===== src/rtl/axi_full_mst_burst.sv =====
// AXI4-full burst initiator: one command becomes one INCR burst on AW/W/B or AR/R,
// with write beats streamed from a local source and read beats streamed to a local sink.
module axi_full_mst_burst #(
   parameter int unsigned DW = 128,
   parameter int unsigned AW = 32,
   parameter int unsigned IW = 4,
   parameter int unsigned ID = 0
) (
   input  logic            CLK,
   input  logic            RSTn,
   // command
   input  logic            cmd_valid,
   output logic            cmd_ready,
   input  logic            cmd_wr,
   input  logic [AW-1:0]   cmd_addr,
   input  logic [7:0]      cmd_len,
   // write beat source
   input  logic            wd_valid,
   output logic            wd_ready,
   input  logic [DW-1:0]   wd_data,
   input  logic [DW/8-1:0] wd_strb,
   // read beat sink
   output logic            rd_valid,
   input  logic            rd_ready,
   output logic [DW-1:0]   rd_data,
   output logic            rd_last,
   // completion
   output logic            done_valid,
   output logic [1:0]      done_resp,
   // AW channel
   output logic [IW-1:0]   MEM_AWID,
   output logic [AW-1:0]   MEM_AWADDR,
   output logic [7:0]      MEM_AWLEN,
   output logic [2:0]      MEM_AWSIZE,
   output logic [1:0]      MEM_AWBURST,
   output logic            MEM_AWVALID,
   input  logic            MEM_AWREADY,
   // W channel
   output logic [DW-1:0]   MEM_WDATA,
   output logic [DW/8-1:0] MEM_WSTRB,
   output logic            MEM_WLAST,
   output logic            MEM_WVALID,
   input  logic            MEM_WREADY,
   // B channel
   input  logic [IW-1:0]   MEM_BID,
   input  logic [1:0]      MEM_BRESP,
   input  logic            MEM_BVALID,
   output logic            MEM_BREADY,
   // AR channel
   output logic [IW-1:0]   MEM_ARID,
   output logic [AW-1:0]   MEM_ARADDR,
   output logic [7:0]      MEM_ARLEN,
   output logic [2:0]      MEM_ARSIZE,
   output logic [1:0]      MEM_ARBURST,
   output logic            MEM_ARVALID,
   input  logic            MEM_ARREADY,
   // R channel
   input  logic [IW-1:0]   MEM_RID,
   input  logic [DW-1:0]   MEM_RDATA,
   input  logic [1:0]      MEM_RRESP,
   input  logic            MEM_RLAST,
   input  logic            MEM_RVALID,
   output logic            MEM_RREADY
);

   localparam int unsigned SZ = $clog2(DW/8);
   localparam int unsigned XW = 14 + SZ;   // wide enough for addr[11:0] + 256 beats of bytes
   localparam int unsigned CW = 9;         // 256 beats must not wrap the counter

   localparam logic [1:0] RESP_OKAY   = 2'b00;
   localparam logic [1:0] RESP_SLVERR = 2'b10;

   typedef enum logic [2:0] {
      ST_IDLE,
      ST_WR_A,
      ST_WR_D,
      ST_WR_B,
      ST_RD_A,
      ST_RD_D
   } state_t;

   state_t          state_q, state_d;
   logic [AW-1:0]   addr_q, addr_d;
   logic [7:0]      len_q, len_d;
   logic [CW-1:0]   cnt_q, cnt_d;
   logic [1:0]      resp_q, resp_d;
   logic            done_valid_q, done_valid_d;
   logic [1:0]      done_resp_q, done_resp_d;
   logic            awvalid_q, awvalid_d;
   logic            arvalid_q, arvalid_d;

   logic            last_beat_c;
   logic            cross_4k_c;
   logic            r_bad_c;
   logic [XW-1:0]   burst_end_c;
   logic [AW-1:0]   addr_aligned_c;

   // Burst geometry and per-beat status
   assign last_beat_c    = (cnt_q == {1'b0, len_q});
   assign addr_aligned_c = {cmd_addr[AW-1:SZ], {SZ{1'b0}}};
   assign burst_end_c    = XW'(cmd_addr[11:0]) + ((XW'(cmd_len) + XW'(1)) << SZ);
   assign cross_4k_c     = (burst_end_c > XW'(4096));
   assign r_bad_c        = (MEM_RRESP != RESP_OKAY) || (MEM_RID != IW'(ID)) ||
                           (MEM_RLAST != last_beat_c);

   // Command / completion
   assign cmd_ready   = (state_q == ST_IDLE);
   assign done_valid  = done_valid_q;
   assign done_resp   = done_resp_q;

   // Address bundles share one registered address/length
   assign MEM_AWID    = IW'(ID);
   assign MEM_AWADDR  = addr_q;
   assign MEM_AWLEN   = len_q;
   assign MEM_AWSIZE  = 3'(SZ);
   assign MEM_AWBURST = 2'b01;
   assign MEM_AWVALID = awvalid_q;
   assign MEM_ARID    = IW'(ID);
   assign MEM_ARADDR  = addr_q;
   assign MEM_ARLEN   = len_q;
   assign MEM_ARSIZE  = 3'(SZ);
   assign MEM_ARBURST = 2'b01;
   assign MEM_ARVALID = arvalid_q;

   // Write data pass-through, gated by the data phase
   assign MEM_WVALID  = (state_q == ST_WR_D) && wd_valid;
   assign wd_ready    = (state_q == ST_WR_D) && MEM_WREADY;
   assign MEM_WDATA   = wd_data;
   assign MEM_WSTRB   = wd_strb;
   assign MEM_WLAST   = (state_q == ST_WR_D) && last_beat_c;
   assign MEM_BREADY  = (state_q == ST_WR_B);

   // Read data pass-through, gated by the data phase
   assign rd_valid    = (state_q == ST_RD_D) && MEM_RVALID;
   assign MEM_RREADY  = (state_q == ST_RD_D) && rd_ready;
   assign rd_data     = MEM_RDATA;
   assign rd_last     = (state_q == ST_RD_D) && last_beat_c;

   // Next-state and registered-output logic
   always_comb begin
      state_d      = state_q;
      addr_d       = addr_q;
      len_d        = len_q;
      cnt_d        = cnt_q;
      resp_d       = resp_q;
      done_valid_d = 1'b0;
      done_resp_d  = done_resp_q;
      awvalid_d    = awvalid_q;
      arvalid_d    = arvalid_q;

      unique case (state_q)
         ST_IDLE: begin
            if (cmd_valid) begin
               addr_d = addr_aligned_c;
               len_d  = cmd_len;
               cnt_d  = '0;
               resp_d = RESP_OKAY;
               if (cross_4k_c) begin
                  // Refused without any bus traffic; completion reported next cycle
                  done_valid_d = 1'b1;
                  done_resp_d  = RESP_SLVERR;
               end else if (cmd_wr) begin
                  awvalid_d = 1'b1;
                  state_d   = ST_WR_A;
               end else begin
                  arvalid_d = 1'b1;
                  state_d   = ST_RD_A;
               end
            end
         end
         ST_WR_A: begin
            if (MEM_AWREADY) begin
               awvalid_d = 1'b0;
               state_d   = ST_WR_D;
            end
         end
         ST_WR_D: begin
            if (MEM_WVALID && MEM_WREADY) begin
               if (last_beat_c) begin
                  cnt_d   = '0;
                  state_d = ST_WR_B;
               end else begin
                  cnt_d = cnt_q + CW'(1);
               end
            end
         end
         ST_WR_B: begin
            if (MEM_BVALID) begin
               done_valid_d = 1'b1;
               done_resp_d  = ((MEM_BRESP == RESP_OKAY) && (MEM_BID == IW'(ID))) ?
                              RESP_OKAY : RESP_SLVERR;
               state_d      = ST_IDLE;
            end
         end
         ST_RD_A: begin
            if (MEM_ARREADY) begin
               arvalid_d = 1'b0;
               state_d   = ST_RD_D;
            end
         end
         ST_RD_D: begin
            if (MEM_RVALID && MEM_RREADY) begin
               resp_d = r_bad_c ? RESP_SLVERR : resp_q;
               if (last_beat_c) begin
                  // Length is owned locally; RLAST only feeds the error check
                  cnt_d        = '0;
                  done_valid_d = 1'b1;
                  done_resp_d  = r_bad_c ? RESP_SLVERR : resp_q;
                  state_d      = ST_IDLE;
               end else begin
                  cnt_d = cnt_q + CW'(1);
               end
            end
         end
         default: state_d = ST_IDLE;
      endcase
   end

   // State and datapath registers
   always_ff @(posedge CLK or negedge RSTn) begin
      if (!RSTn) begin
         state_q      <= ST_IDLE;
         addr_q       <= '0;
         len_q        <= '0;
         cnt_q        <= '0;
         resp_q       <= RESP_OKAY;
         done_valid_q <= 1'b0;
         done_resp_q  <= RESP_OKAY;
         awvalid_q    <= 1'b0;
         arvalid_q    <= 1'b0;
      end else begin
         state_q      <= state_d;
         addr_q       <= addr_d;
         len_q        <= len_d;
         cnt_q        <= cnt_d;
         resp_q       <= resp_d;
         done_valid_q <= done_valid_d;
         done_resp_q  <= done_resp_d;
         awvalid_q    <= awvalid_d;
         arvalid_q    <= arvalid_d;
      end
   end

endmodule

===== config.mk =====
export PLATFORM = sky130hd
export DESIGN_NAME = axi_full_mst_burst
export DESIGN_NICKNAME = d
export VERILOG_FILES = /design/src/rtl/axi_full_mst_burst.sv
export SDC_FILE = /design/constraint.sdc
export NUM_CORES = 1
export LEC_CHECK = 0
export CAP_MARGIN = 10
export CORE_AREA = 2 2 279 281
export DETAILED_ROUTE_END_ITERATION = 12
export DIE_AREA = 0 0 281 283
export SYNTH_ARGS = -nofsm -noshare
export SYNTH_HDL_FRONTEND = slang
export SYNTH_SLANG_ARGS = --single-unit

===== constraint.sdc =====
create_clock -name CLK -period 6.5 [get_ports CLK]
set_clock_uncertainty 0.1 [all_clocks]
set_input_delay 0.65 -clock CLK [delete_from_list [all_inputs] [get_ports CLK]]
set_output_delay 0.65 -clock CLK [all_outputs]
set_load 0.05 [all_outputs]

# Yosys cells after proc, flatten, opt, wreduce, memory -nomap -nowiden
# Index checks and enable logic that the tools add are counted.
word_totals:
  regBits: 55
  in_bits: 336
  output_inout_bits: 383
  wordCells: 103
op_classes:
  n_addsub: 3
  magnitude_cmp: 1
  n_eq_ne: 19
  n_mux: 43
  n_reduce_logical: 28
ops:
  columns: ["operator", "n"]
  rows:
  - ["9-bit 2-to-1 mux", 4]
  - ["3-bit 2-to-1 mux", 10]
  - ["9-bit case mux with 3 select lines", 1]
  - ["2-bit 2-to-1 mux", 9]
  - ["3-bit case mux with 6 select lines", 1]
  - ["2-bit != test, second input constant", 8]
  - ["12-bit by 13-bit adder with 14-bit output", 1]
  - ["14-bit by 13-bit > comparator with 1-bit output, second input constant", 1]
  - ["1-bit 2-to-1 mux", 13]
  - ["5-bit AND reduction", 2]
  - ["8-bit by 1-bit adder with 9-bit output, second input constant", 1]
  - ["9-bit by 1-bit adder with 9-bit output, second input constant", 1]
  - ["9-bit by 8-bit equality test with 1-bit output", 1]
  - ["1-bit logical AND", 9]
  - ["9-bit AND reduction", 1]
  - ["2-bit by 1-bit != test with 1-bit output, second input constant", 4]
  - ["2-bit nonzero test", 4]
  - ["3-bit by 2-bit equality test with 1-bit output, second input constant", 2]
  - ["3-bit equality test, second input constant", 2]
  - ["2-bit case mux with 3 select lines", 1]
  - ["6-bit AND reduction", 1]
  - ["3-bit nonzero test", 2]
  - ["4-bit logical NOT", 1]
  - ["1-bit case mux with 2 select lines", 2]
  - ["other kinds (11)", 12]

# Longest topological paths before layout
logic_depth:
  ltp_word: 7
  ltp_mapped: 13
  ltp_nobuf: 13

# Least setup slack after synthesis
# Ideal clock, no wire load.
synth_timing:
  kind: "input -> register"
  from: "in cmd_len[0]"
  to: "reg done_resp_q[1], in the netlist done_resp[1]"
  setup_time_ns: 0.125
  t_arrival_ns: 3.041
  setup_slack_ns: 3.234
  cell_stages: 10
  path_buffers: 0
  path_cell_list: "ha_1 -> fa_1 -> a211oi_4 -> o21ba_1 -> o211ai_2 -> nor4_2 -> a41oi_1 -> o211a_2 -> a21boi_2 -> mux2_4"
synth_between:
  elab_chain_len: 5
synth_rtl:
  columns: ["element", "line", "text"]
  rows:
  - ["start: declaration", "16", "input logic [7:0] cmd_len,"]
  - ["8-bit by 1-bit adder with 9-bit output", "101", "assign burst_end_c = XW'(cmd_addr[11:0]) + ((XW'(cmd_len) + XW'(1)) << SZ);"]
  - ["12-bit by 13-bit adder with 14-bit output", "101", null]
  - ["14-bit by 13-bit > comparator with 1-bit output", "102", "assign cross_4k_c = (burst_end_c > XW'(4096));"]
  - ["2-bit by 1-bit != test with 1-bit output (no line)", null, null]
  - ["6-bit AND reduction (no line)", null, null]
  - ["end signal: assignment", "238", "done_resp_q <= done_resp_d;"]
  - ["end: declaration", "88", "logic [1:0] done_resp_q, done_resp_d;"]
# Every way passes these cells.
# A chain may end at the register's enable or synchronous reset.

# Worst setup path in the final report
# Same ends and word-level chain as after synthesis.

==> run metrics <==
Max-slew headroom=0.395; total gr overflow=0; CTS tree=yes; most common cell after layout, fill and taps aside=clkdlybuf4s50_1; gr usage total=0.0724; worst skew pair latency=around 0.36 ns; Worst Max-Slew Pin Slew=roughly 0.9 ns; critical path fanouts, max=5; worst path cell trace=clkdlybuf4s50_1 > ha_1 > fa_1 > a211oi_4 > o21ba_1 > o211ai_2 > nor4_2 > a41oi_1 > o211a_2 > a21boi_2 > mux2_4; Vias/cell=~2.3; Post-CTS Setup Bufs=0; fin. max-slew vios=0; Critical Path Source Type=input pin; area share of the largest cell type after synthesis=0.446; Layout Area Growth over Synthesis=8.30%; Worst path max stage delay=around 0.5 ns; Setup TNS=0 ns; total power=2.82 mW; setup slack, reg-to-reg=between 3 and 4 ns; WHS=around 0.30 ns; cts hold-fix bufs=0; antenna viol nets, final=0; Synth Instances=between 600 and 700; Yosys reg bits=55; WL per Instance=roughly 19 um; Root Buffer=clkbuf_16; Worst EP required=approximately 6.6 ns; Distinct cells, synth=65; Resized cells post-CTS=0; Post-Route WL=a little under 30000 um; commonest non-fill, non-tap cells in the layout=147 x clkdlybuf4s50_1, 119 x nand2_1, 55 x dfrtp_1, 26 x conb_1, 20 x nor2_1; Final GP Congestion=roughly 0.75; Post-synth EDFFs=0; Detail Placement HPWL=25400 um; Placement Setup Slack=approximately 2.4 ns; chip width=281 um; vias in the first global route=between 3000 and 4000; Initial DRT Pass Iterations=4; HP Class=in2async; Filler cells=8968; outcome=finished, final reports clean; CTS clk-pin slew, worst paths=approximately 0.12 ns; part of the cycle the worst path needs=0.572; Critical-path top delay cell=fa_1; Die Y=around 280 um; PwrDens=about 460 nW/um^2; Seq/Total Area, Yosys=0.244; peak supply drop=around 0.19 mV; Fmax=0.269 GHz; YS warnings=0; Die Area=79500 um^2; share of cells above drive strength 1=0.0568; most used flip-flop cell after synthesis=dfrtp_1; Finished Core Util=0.0798; final setup margin=2.78 ns; Nets=875; crit path time final=roughly 3.7 ns; LEAKAGE=2.22 nW; core area=between 70000 and 80000 um^2; initial drt markers=roughly 150; Avg Inst Size Synth=a little over 8 um^2; largest net degree at the start of global routing=56; CP delay by family, top=compound AO/OA/AOI/OAI gates; DR DRC count=0; Synth area leader=buf_4; I/O Buffers=about 150; first-pass GRT wire length=approximately 37000 um; mapped cell area=5650 um^2; CTS HTree Levels=2; asr flop ratio synth=1.00; clk sink count=55; initial antenna violation count=2; Num CTS Buffers=5; DR vias=roughly 3700; crit path DAT=between 3 and 4 ns; Longest Clk Path Bufs=2; crit end category=flip-flop; synth top area cells=buf_4 45%, dfrtp_1 24%, nand2_1 8.0%; setup violators final=0; Final Hold Fails=0; max cap viols=0; Starting Density=0.0737; RSZ-0062 raised after global routing=false; WP buf/inv=1; Crit Path Class=in2reg; # rows=roughly 100; Top Ports=between 700 and 800
==> stage by stage <==
step / cells / cell area (um^2)
5_1_grt: 1568 / 6120
3_3_place_gp: 1560 / 5960
3_5_place_dp: 1560 / 5960
2_1_floorplan: 718 / 5740
6_report: 1570 / 6120
4_1_cts: 1568 / 6120
==> per-layer routing <==
metal | global-route usage | routed length (um) | up-vias
li1 | - | - | 1520
met1 | 0.0742 | 10600 | 1628
met2 | 0.104 | 12400 | 426
met3 | 0.0604 | 5470 | 112
met4 | 0.0329 | 1290 | 2
met5 | 0.00611 | 35 | -
==> synth_stat cells (all sizes together) (2+ instances only) <==
cell	number
buf	339
nand2	120
dfrtp	55
nor2	20
o21ai	13
xnor2	12
a21oi	11
ha	11
clkbuf	9
nand3	9
xor2	9
and2	8
inv	8
and3	6
nand4	6
nor3	5
mux2i	3
nand3b	3
nor4	3
or4	3
a211o	2
a211oi	2
a21boi	2
and4	2
conb	2
nor2b	2
nor3b	2
o211ai	2
o21a	2
or2	2
or3	2
==> power by group <==
part	switching, mW	internal (mW)
Combinational	1.27	0.566
Sequential	0.182	0.473
Clock	0.182	0.148
Total	1.64	1.19
==> final timing paths <==
path | start | endpoint | cells past startpoint
setup / recovery | cmd_len[0] | done_resp[1] | 11
hold / removal | RSTn | MEM_ARLEN[6] | 1
setup reg to reg | MEM_ARLEN[0] | done_resp[1] | 8
hold reg to reg | MEM_ARADDR[16] | MEM_ARADDR[16] | 2
max in group asynchronous | RSTn | MEM_ARADDR[26] | 1
min in group CLK | MEM_ARADDR[16] | MEM_ARADDR[16] | 2
==> layout make-up <==
type	instances	area, um^2	area share
multi-input combinational	307	1760	0.288
timing repair buffer	150	1490	0.244
sequential	55	1380	0.225
tap	1040	1300	0.213
clock buffer	5	125	0.0204
inverter	8	30.0	0.00491
clock inverter	3	27.5	0.00450
antenna	2	5.00	0.000818
==> state kept, by name (all words and copies together), names as in the netlist <==
signal	cells
MEM_ARADDR	28
cnt_q	9
MEM_ARLEN	8
state_q	3
done_resp	2
resp_q	2
MEM_ARVALID	1
MEM_AWVALID	1
done_valid	1
==> kinds of logic after synthesis <==
family,share of synthesized area
AO/OA/AOI/OAI,0.0640
XOR/XNOR,0.0325
adder cells (fa/ha/maj),0.0279
buffers and inverters,0.461
flip-flops,0.244
multiplexers,0.00797
other,0.00133
AND/OR/NAND/NOR,0.161
(Power assumes the default switching activity.)
